File: config.mk
export PLATFORM = sky130hd
export DESIGN_NAME = hazard_scoreboard_flat
export DESIGN_NICKNAME = d
export VERILOG_FILES = /design/src/rtl/hazard_scoreboard_pkg.sv /design/src/rtl/hazard_scoreboard_if.sv /design/src/rtl/hazard_scoreboard_md_tracker.sv /design/src/rtl/hazard_scoreboard.sv /design/src/flat_wrapper.sv
export SDC_FILE = /design/constraint.sdc
export NUM_CORES = 1
export LEC_CHECK = 0
export CAP_MARGIN = 40
export CORE_MARGIN = 3
export CORE_UTILIZATION = 40
export DETAILED_ROUTE_END_ITERATION = 10
export PLACE_DENSITY_LB_ADDON = 0.2
export SLEW_MARGIN = 0
export SYNTH_ARGS = -nofsm -noshare
export SYNTH_HDL_FRONTEND = slang
export SYNTH_HIERARCHICAL = 1
export SYNTH_SLANG_ARGS = --single-unit
export TNS_END_PERCENT = 100
File: constraint.sdc
create_clock -name clk -period 2.5 [get_ports clk]
set_input_delay 0.5 -clock clk [delete_from_list [all_inputs] [get_ports clk]]
set_output_delay 0.5 -clock clk [all_outputs]
set_load 0.02 [all_outputs]
File: src/rtl/hazard_scoreboard_pkg.sv
// Shared defaults, the MD tracker state type and a constant-width helper for the
// hazard scoreboard slice.
package hazard_pkg;

  localparam int REG_ADDR_W_DEF = 5;
  localparam int MD_LATENCY_DEF = 4;
  localparam int CNT_W_DEF      = 16;

  typedef enum logic {
    MD_IDLE = 1'b0,
    MD_BUSY = 1'b1
  } md_state_e;

  // Bits needed to hold values 0..value-1.
  function automatic int clog2(input int value);
    int res;
    int v;
    res = 0;
    v   = value - 1;
    while (v > 0) begin
      res = res + 1;
      v   = v >> 1;
    end
    return res;
  endfunction

endpackage

File: src/rtl/hazard_scoreboard_if.sv
// Pipeline-side bundle of the hazard scoreboard: ID/EX/MEM hazard inputs,
// stall/flush controls, MD tracker status and performance counters.
interface hazard_scoreboard_if #(
  parameter int REG_ADDR_W = 5,
  parameter int CNT_W      = 16
);
  logic [REG_ADDR_W-1:0] id_rs;
  logic [REG_ADDR_W-1:0] id_rt;
  logic                  id_uses_rs;
  logic                  id_uses_rt;
  logic                  id_md_start;
  logic [REG_ADDR_W-1:0] id_md_dst;
  logic                  ex_mem_read;
  logic                  ex_reg_write;
  logic [REG_ADDR_W-1:0] ex_write_reg;
  logic                  mem_mem_read;
  logic [REG_ADDR_W-1:0] mem_write_reg;
  logic                  reg_fwd;
  logic                  pc_update;
  logic                  overflow;

  logic                  pc_stall;
  logic                  if_id_stall;
  logic                  if_id_flush;
  logic                  id_ex_stall;
  logic                  id_ex_flush;
  logic                  md_busy;
  logic                  md_done;
  logic [REG_ADDR_W-1:0] md_wb_reg;
  logic [CNT_W-1:0]      stall_count;
  logic [CNT_W-1:0]      flush_count;

  modport master (
    output id_rs, id_rt, id_uses_rs, id_uses_rt, id_md_start, id_md_dst,
           ex_mem_read, ex_reg_write, ex_write_reg, mem_mem_read, mem_write_reg,
           reg_fwd, pc_update, overflow,
    input  pc_stall, if_id_stall, if_id_flush, id_ex_stall, id_ex_flush,
           md_busy, md_done, md_wb_reg, stall_count, flush_count
  );

  modport slave (
    input  id_rs, id_rt, id_uses_rs, id_uses_rt, id_md_start, id_md_dst,
           ex_mem_read, ex_reg_write, ex_write_reg, mem_mem_read, mem_write_reg,
           reg_fwd, pc_update, overflow,
    output pc_stall, if_id_stall, if_id_flush, id_ex_stall, id_ex_flush,
           md_busy, md_done, md_wb_reg, stall_count, flush_count
  );

endinterface

File: src/rtl/hazard_scoreboard_md_tracker.sv
// Occupancy tracker for the single multi-cycle multiply/divide unit.
//   state   | meaning
//   MD_IDLE | no MD op in flight
//   MD_BUSY | op in flight; md_cnt counts down to writeback (done at 1)
module md_tracker
  import hazard_pkg::*;
#(
  parameter int REG_ADDR_W = REG_ADDR_W_DEF,
  parameter int MD_LATENCY = MD_LATENCY_DEF
) (
  input  logic                  clk,
  input  logic                  reset,
  input  logic                  accept_i,
  input  logic [REG_ADDR_W-1:0] md_dst_i,
  output logic                  md_busy_o,
  output logic                  md_done_o,
  output logic [REG_ADDR_W-1:0] md_wb_reg_o
);

  localparam int MD_CNT_W = clog2(MD_LATENCY + 1);

  md_state_e             state_q, state_d;
  logic [MD_CNT_W-1:0]   md_cnt_q, md_cnt_d;
  logic [REG_ADDR_W-1:0] md_wb_reg_q, md_wb_reg_d;
  logic                  md_done;

  assign md_done     = (state_q == MD_BUSY) && (md_cnt_q == MD_CNT_W'(1));
  assign md_busy_o   = (state_q == MD_BUSY);
  assign md_done_o   = md_done;
  assign md_wb_reg_o = md_wb_reg_q;

  always_ff @(posedge clk) begin
    if (reset) begin
      state_q     <= MD_IDLE;
      md_cnt_q    <= '0;
      md_wb_reg_q <= '0;
    end else begin
      state_q     <= state_d;
      md_cnt_q    <= md_cnt_d;
      md_wb_reg_q <= md_wb_reg_d;
    end
  end

  always_comb begin
    state_d     = state_q;
    md_cnt_d    = md_cnt_q;
    md_wb_reg_d = md_wb_reg_q;
    unique case (state_q)
      MD_IDLE: begin
        if (accept_i) begin
          state_d     = MD_BUSY;
          md_cnt_d    = MD_CNT_W'(MD_LATENCY);
          md_wb_reg_d = md_dst_i;
        end
      end
      MD_BUSY: begin
        // An accept while busy can only happen in the done cycle (structural
        // hazard blocks it otherwise), so it is a back-to-back reissue.
        if (accept_i) begin
          md_cnt_d    = MD_CNT_W'(MD_LATENCY);
          md_wb_reg_d = md_dst_i;
        end else if (md_done) begin
          state_d  = MD_IDLE;
          md_cnt_d = '0;
        end else begin
          md_cnt_d = md_cnt_q - MD_CNT_W'(1);
        end
      end
      default: begin
        state_d  = MD_IDLE;
        md_cnt_d = '0;
      end
    endcase
  end

endmodule

File: src/rtl/hazard_scoreboard.sv
// ID-stage hazard unit: load-use, branch-operand, MD RAW/structural and control
// hazards driving stall/flush controls, plus saturating stall/flush counters.
module hazard_scoreboard
  import hazard_pkg::*;
#(
  parameter int REG_ADDR_W = REG_ADDR_W_DEF,
  parameter int MD_LATENCY = MD_LATENCY_DEF,
  parameter int CNT_W      = CNT_W_DEF
) (
  input  logic          clk,
  input  logic          reset,
  hazard_scoreboard_if.slave hz
);

  localparam logic [CNT_W-1:0] CNT_MAX = '1;

  logic                  md_busy;
  logic                  md_done;
  logic [REG_ADDR_W-1:0] md_wb_reg;
  logic                  md_accept;

  logic                  load_hazard;
  logic                  ex_reg_hazard;
  logic                  mem_reg_hazard;
  logic                  md_raw;
  logic                  md_struct;
  logic                  data_hazard;
  logic                  control_hazard;
  logic                  flush_event;

  logic [CNT_W-1:0]      stall_count_q, stall_count_d;
  logic [CNT_W-1:0]      flush_count_q, flush_count_d;

  // Register 0 is hard-wired, so it never creates a dependency.
  function automatic logic src_match(input logic [REG_ADDR_W-1:0] dst,
                                     input logic [REG_ADDR_W-1:0] rs,
                                     input logic [REG_ADDR_W-1:0] rt,
                                     input logic                  uses_rs,
                                     input logic                  uses_rt);
    return (dst != '0) && ((uses_rs && (rs == dst)) || (uses_rt && (rt == dst)));
  endfunction

  assign load_hazard    = hz.ex_mem_read &&
                          src_match(hz.ex_write_reg, hz.id_rs, hz.id_rt,
                                    hz.id_uses_rs, hz.id_uses_rt);
  assign ex_reg_hazard  = hz.reg_fwd && hz.ex_reg_write &&
                          src_match(hz.ex_write_reg, hz.id_rs, hz.id_rt,
                                    hz.id_uses_rs, hz.id_uses_rt);
  assign mem_reg_hazard = hz.reg_fwd && hz.mem_mem_read &&
                          src_match(hz.mem_write_reg, hz.id_rs, hz.id_rt,
                                    hz.id_uses_rs, hz.id_uses_rt);
  // Still asserted in the writeback cycle; conservative by one cycle.
  assign md_raw         = md_busy &&
                          src_match(md_wb_reg, hz.id_rs, hz.id_rt,
                                    hz.id_uses_rs, hz.id_uses_rt);
  assign md_struct      = hz.id_md_start && md_busy && !md_done;

  assign data_hazard    = load_hazard || ex_reg_hazard || mem_reg_hazard ||
                          md_raw || md_struct;
  assign control_hazard = hz.pc_update || hz.overflow;
  assign md_accept      = hz.id_md_start && !data_hazard && !hz.overflow;

  assign hz.pc_stall    = data_hazard;
  assign hz.if_id_stall = data_hazard;
  assign hz.id_ex_flush = data_hazard;
  assign hz.if_id_flush = control_hazard && !data_hazard;
  assign hz.id_ex_stall = 1'b0;

  assign hz.md_busy     = md_busy;
  assign hz.md_done     = md_done;
  assign hz.md_wb_reg   = md_wb_reg;

  md_tracker #(
    .REG_ADDR_W (REG_ADDR_W),
    .MD_LATENCY (MD_LATENCY)
  ) u_md_tracker (
    .clk         (clk),
    .reset       (reset),
    .accept_i    (md_accept),
    .md_dst_i    (hz.id_md_dst),
    .md_busy_o   (md_busy),
    .md_done_o   (md_done),
    .md_wb_reg_o (md_wb_reg)
  );

  assign flush_event = hz.if_id_flush || hz.id_ex_flush;

  always_comb begin
    stall_count_d = stall_count_q;
    flush_count_d = flush_count_q;
    if (data_hazard && (stall_count_q != CNT_MAX)) begin
      stall_count_d = stall_count_q + CNT_W'(1);
    end
    if (flush_event && (flush_count_q != CNT_MAX)) begin
      flush_count_d = flush_count_q + CNT_W'(1);
    end
  end

  always_ff @(posedge clk) begin
    if (reset) begin
      stall_count_q <= '0;
      flush_count_q <= '0;
    end else begin
      stall_count_q <= stall_count_d;
      flush_count_q <= flush_count_d;
    end
  end

  assign hz.stall_count = stall_count_q;
  assign hz.flush_count = flush_count_q;

endmodule

File: src/flat_wrapper.sv
// flat-port wrapper written by rule: the top's interface ports become plain ports
module hazard_scoreboard_flat import hazard_pkg::*;
#(
  parameter int REG_ADDR_W = REG_ADDR_W_DEF,
  parameter int MD_LATENCY = MD_LATENCY_DEF,
  parameter int CNT_W      = CNT_W_DEF
)
  (clk, reset, hz_id_rs, hz_id_rt, hz_id_uses_rs, hz_id_uses_rt, hz_id_md_start, hz_id_md_dst, hz_ex_mem_read, hz_ex_reg_write, hz_ex_write_reg, hz_mem_mem_read, hz_mem_write_reg, hz_reg_fwd, hz_pc_update, hz_overflow, hz_pc_stall, hz_if_id_stall, hz_if_id_flush, hz_id_ex_stall, hz_id_ex_flush, hz_md_busy, hz_md_done, hz_md_wb_reg, hz_stall_count, hz_flush_count);
  hazard_scoreboard_if #(.REG_ADDR_W(REG_ADDR_W), .CNT_W(CNT_W)) hz_i ();
  input  logic clk;
  input  logic reset;
  input wire logic [$bits(hz_i.id_rs)-1:0] hz_id_rs;
  input wire logic [$bits(hz_i.id_rt)-1:0] hz_id_rt;
  input wire logic [$bits(hz_i.id_uses_rs)-1:0] hz_id_uses_rs;
  input wire logic [$bits(hz_i.id_uses_rt)-1:0] hz_id_uses_rt;
  input wire logic [$bits(hz_i.id_md_start)-1:0] hz_id_md_start;
  input wire logic [$bits(hz_i.id_md_dst)-1:0] hz_id_md_dst;
  input wire logic [$bits(hz_i.ex_mem_read)-1:0] hz_ex_mem_read;
  input wire logic [$bits(hz_i.ex_reg_write)-1:0] hz_ex_reg_write;
  input wire logic [$bits(hz_i.ex_write_reg)-1:0] hz_ex_write_reg;
  input wire logic [$bits(hz_i.mem_mem_read)-1:0] hz_mem_mem_read;
  input wire logic [$bits(hz_i.mem_write_reg)-1:0] hz_mem_write_reg;
  input wire logic [$bits(hz_i.reg_fwd)-1:0] hz_reg_fwd;
  input wire logic [$bits(hz_i.pc_update)-1:0] hz_pc_update;
  input wire logic [$bits(hz_i.overflow)-1:0] hz_overflow;
  output wire logic [$bits(hz_i.pc_stall)-1:0] hz_pc_stall;
  output wire logic [$bits(hz_i.if_id_stall)-1:0] hz_if_id_stall;
  output wire logic [$bits(hz_i.if_id_flush)-1:0] hz_if_id_flush;
  output wire logic [$bits(hz_i.id_ex_stall)-1:0] hz_id_ex_stall;
  output wire logic [$bits(hz_i.id_ex_flush)-1:0] hz_id_ex_flush;
  output wire logic [$bits(hz_i.md_busy)-1:0] hz_md_busy;
  output wire logic [$bits(hz_i.md_done)-1:0] hz_md_done;
  output wire logic [$bits(hz_i.md_wb_reg)-1:0] hz_md_wb_reg;
  output wire logic [$bits(hz_i.stall_count)-1:0] hz_stall_count;
  output wire logic [$bits(hz_i.flush_count)-1:0] hz_flush_count;
  assign hz_i.id_rs = hz_id_rs;
  assign hz_i.id_rt = hz_id_rt;
  assign hz_i.id_uses_rs = hz_id_uses_rs;
  assign hz_i.id_uses_rt = hz_id_uses_rt;
  assign hz_i.id_md_start = hz_id_md_start;
  assign hz_i.id_md_dst = hz_id_md_dst;
  assign hz_i.ex_mem_read = hz_ex_mem_read;
  assign hz_i.ex_reg_write = hz_ex_reg_write;
  assign hz_i.ex_write_reg = hz_ex_write_reg;
  assign hz_i.mem_mem_read = hz_mem_mem_read;
  assign hz_i.mem_write_reg = hz_mem_write_reg;
  assign hz_i.reg_fwd = hz_reg_fwd;
  assign hz_i.pc_update = hz_pc_update;
  assign hz_i.overflow = hz_overflow;
  assign hz_pc_stall = hz_i.pc_stall;
  assign hz_if_id_stall = hz_i.if_id_stall;
  assign hz_if_id_flush = hz_i.if_id_flush;
  assign hz_id_ex_stall = hz_i.id_ex_stall;
  assign hz_id_ex_flush = hz_i.id_ex_flush;
  assign hz_md_busy = hz_i.md_busy;
  assign hz_md_done = hz_i.md_done;
  assign hz_md_wb_reg = hz_i.md_wb_reg;
  assign hz_stall_count = hz_i.stall_count;
  assign hz_flush_count = hz_i.flush_count;
  hazard_scoreboard #(.REG_ADDR_W(REG_ADDR_W), .MD_LATENCY(MD_LATENCY), .CNT_W(CNT_W)) u_core (.clk(clk), .reset(reset), .hz(hz_i));
endmodule
==> flow_summary.yaml <==
outcome:
  status: "complete, but fails checks"
  violations: "negative setup slack"
synthesis:
  yosys.cell_types.count: 42
  synth_most_common_cell: "dfxtp_1"
  synth_top_family_by_area: "simple AND/OR/NAND/NOR gates"
  ys_seq_area_share_pct: 31.8
  synth_compound_gate_area_share_pct: 13.3
  synth_xor_area_share_pct: 10.2
  synthCells: 317
  synth_mux_area_share_pct: 9.75
  synthSimpleGateAreaFrac_pct: 27.9
  synth-edff-count: 0
  synth_fa_ha_area_share_pct: 1.94
  syn_nets: 357
  syn_area_per_cell_um2: 8.14
  async_flop_share_pct: 0
  yosysTopAreaCellShare_pct: 31.8
  synthTopCellsByCount: "dfxtp_1, nor2_1, a21oi_1, xor2_1, nand2_1"
  synth.largest_area_cell: "dfxtp_1"
  synth_area_leaders: "dfxtp_1, xor2_1, mux2_2, a21oi_1, nor2_1"
  syn_area_um2: 2580
  synthFlopType: "dfxtp_1"
  ys_ff_latch: 41
  yosysWarningCount: 6
drt:
  routedWlPerCell_um: 14.9
  first_pass_iters: 4
  wirelength_um: 7260
  drc_errors: 0
  viasPerCell: 5.45
  via_count: 2659
  drtIter0Drc: 84
  ant_nets: 0
sta:
  report.final.slew_viol_count: 0
  finalSetupViolations: 4
  fmax_mhz: 394
  fin_crit_sh_pct: 102
  finalHoldViolCount: 0
  fin_crit_ps: 2540
  tightestPinTransition_ps: 735
  rsz0062_at_grt: "yes"
  finalClockSkew_ps: 6.59
  slew-limit-headroom_pct: 51.0
  setup_slack_ps: -39.8
grt:
  antenna_found_initial: 0
  grt_pass1_wl_um: 11700
  overflow: 0
  grt_usage_pct: 19.3
  grt_max_degree: 45
  first_global_vias: 2529
die:
  ios: 80
  rows: 28
  dieWidth_um: 86.3
  die_area_um2: 7450
  initial_core_util_pct: 42.3
  core_area_um2: 6100
  die_height_um: 86.3
cts:
  clock_sinks: 41
  cts_tree: "yes"
  path_clk_slew_ps: 70
  clock_latency_ps: 300
  htreeDepth: 2
  cts_made_buffers: 5
  cts-root-buf: "clkbuf_8"
  cts_buffer_depth: 2
power_and_ir_drop:
  leakagePower_uw: 0.00142
  max-vdd-ir-drop_mv: 0.308
  powerDensity_nw_per_um2: 424
  p_total_uw: 1570
final_layout:
  syn2layout_area_growth_pct: 43.5
  drive_gt1_share_pct: 23.5
  fin_util_pct: 60.7
  diodes: 0
  nets: 452
worst_setup_path:
  cpMaxStageDelayCell: "nor4_1"
  cp_slowest_stage_delay_ps: 360
  worstSetupPathType: "in2out"
  cp_num_buf_inv: 3
  cp-end-kind: "primary output"
  path_cells: "buf_2, xor2_1, nor4_1, nand3_1, a211o_1, o2111a_2, inv_4, nor2_4, buf_6"
  start_kind: "input pin"
  crit_family: "simple AND/OR/NAND/NOR gates"
  arrival_ps: 2040
  crit_required_ps: 2000
  path_max_fanout: 6
place:
  portBuffers: 78
  gp_congestion: 0.923
  hpwl_um: 5080
min_path:
  hold_class: "reg2reg"
run:
  max_cap_violations: 0
cells by family (layout without fill, tap and decap cells):
group / after synthesis / after routing
xor gates and xnor gates: 30 / 30
and+or+nand+nor: 137 / 137
muxes: 23 / 23
AOI/OAI and AO/OA: 54 / 54
buffers and inverters: 27 / 123
DFF: 41 / 41
adders and majority gates: 4 / 4
other: 1 / 1
area by class of cell:
class | instances | area [um^2]
timing repair buffer | 107 | 922
multi-input combinational | 249 | 1710
clock buffer | 6 | 82.6
sequential | 41 | 826
tap | 75 | 93.8
fill | 600 | 2390
inverter | 8 | 32.5
clock inverter | 2 | 37.5
worst reg2reg max path, cell delays in order, from the launching register on:
cell	delay, ps
dfxtp_2	350
xor2_2	150
nor4_2	330
and3_1	200
o221ai_1	130
o2111a_2	210
buf_6	200
nor4_2	330
mux2_2	360
repair_timing:
| action | in CTS | in global routing |
|---|---|---|
| resized for setup | 82 | 29 |
| pin swaps | 17 | 15 |
| hold endpoints to repair | 0 | 0 |
| endpoints found under the setup margin | 38 | 21 |
| buffers inserted | 1 | 0 |
| hold buffers | 0 | 0 |
power breakdown:
group	internal, uW	switching (uW)	leakage [uW]	total [uW]
registers	670	16.7	0.000334	687
clock network	325	232	0.0000574	557
logic	157	168	0.00102	325
total	1150	417	0.00142	1570
metrics by stage:
step | area, um^2 | hold WS [ps] | TNS (ps) | instances | setup slack (ps)
global route | 3700 | 528 | -212 | 488 | -68.1
floorplan | 2580 | 462 | 0 | 317 | 76.0
global placement | 3560 | 475 | -19950 | 479 | -818
detailed placement | 3560 | 485 | -20860 | 479 | -841
finish | 3700 | 503 | -92.9 | 488 | -39.8
CTS | 3670 | 499 | 0 | 488 | 1.42
per-layer routing:
metal	vias to the layer above	GRT usage [%]	share of wire, %
li1	1317	-	-
met1	1237	26.2	45
met2	97	31.0	46
met3	8	4.47	7.0
met4	0	5.10	1.2
met5	-	0	0
sequential cells by signal, summed over array words and instances, names as in the netlist:
name,cells
u_core/u_md_tracker/md_wb_reg_o,5
u_core/u_md_tracker/md_busy_o,1
u_core/hz.flush_count,16
u_core/hz.stall_count,16
u_core/u_md_tracker/md_cnt_q,3
path summary, 6_finish.rpt:
check,to,start,cells past startpoint,slack [ps]
min reg2reg,u_core/hz.stall_count[11],u_core/hz.stall_count[11],2,500
max,hz_if_id_flush,hz_ex_write_reg[1],9,-40
min,u_core/hz.stall_count[11],u_core/hz.stall_count[11],2,500
max reg2reg,u_core/hz.stall_count[8],u_core/u_md_tracker/md_wb_reg_o[0],8,150
cells in the final DEF, fill, tap and decap left out, drive strengths merged, types with 2 or more instances in the layout:
cell and instances:
nor2b 16, clkbuf 9, o31ai 9, nor4 9
nor2 35, mux2i 6, mux2 17, or3 2
a21oi 29, nor3 3, inv 8, buf 47
o21ai 3, a21boi 2, clkdlybuf4s15 3, clkdlybuf4s50 53
nand4 9, xnor2 6, or4 12, and3 10
a211oi 2, nand2 20, nand2b 3, or2 2
dfxtp 41, xor2 24, ha 4, nand3 13
Power figures use the tool's default switching activity.
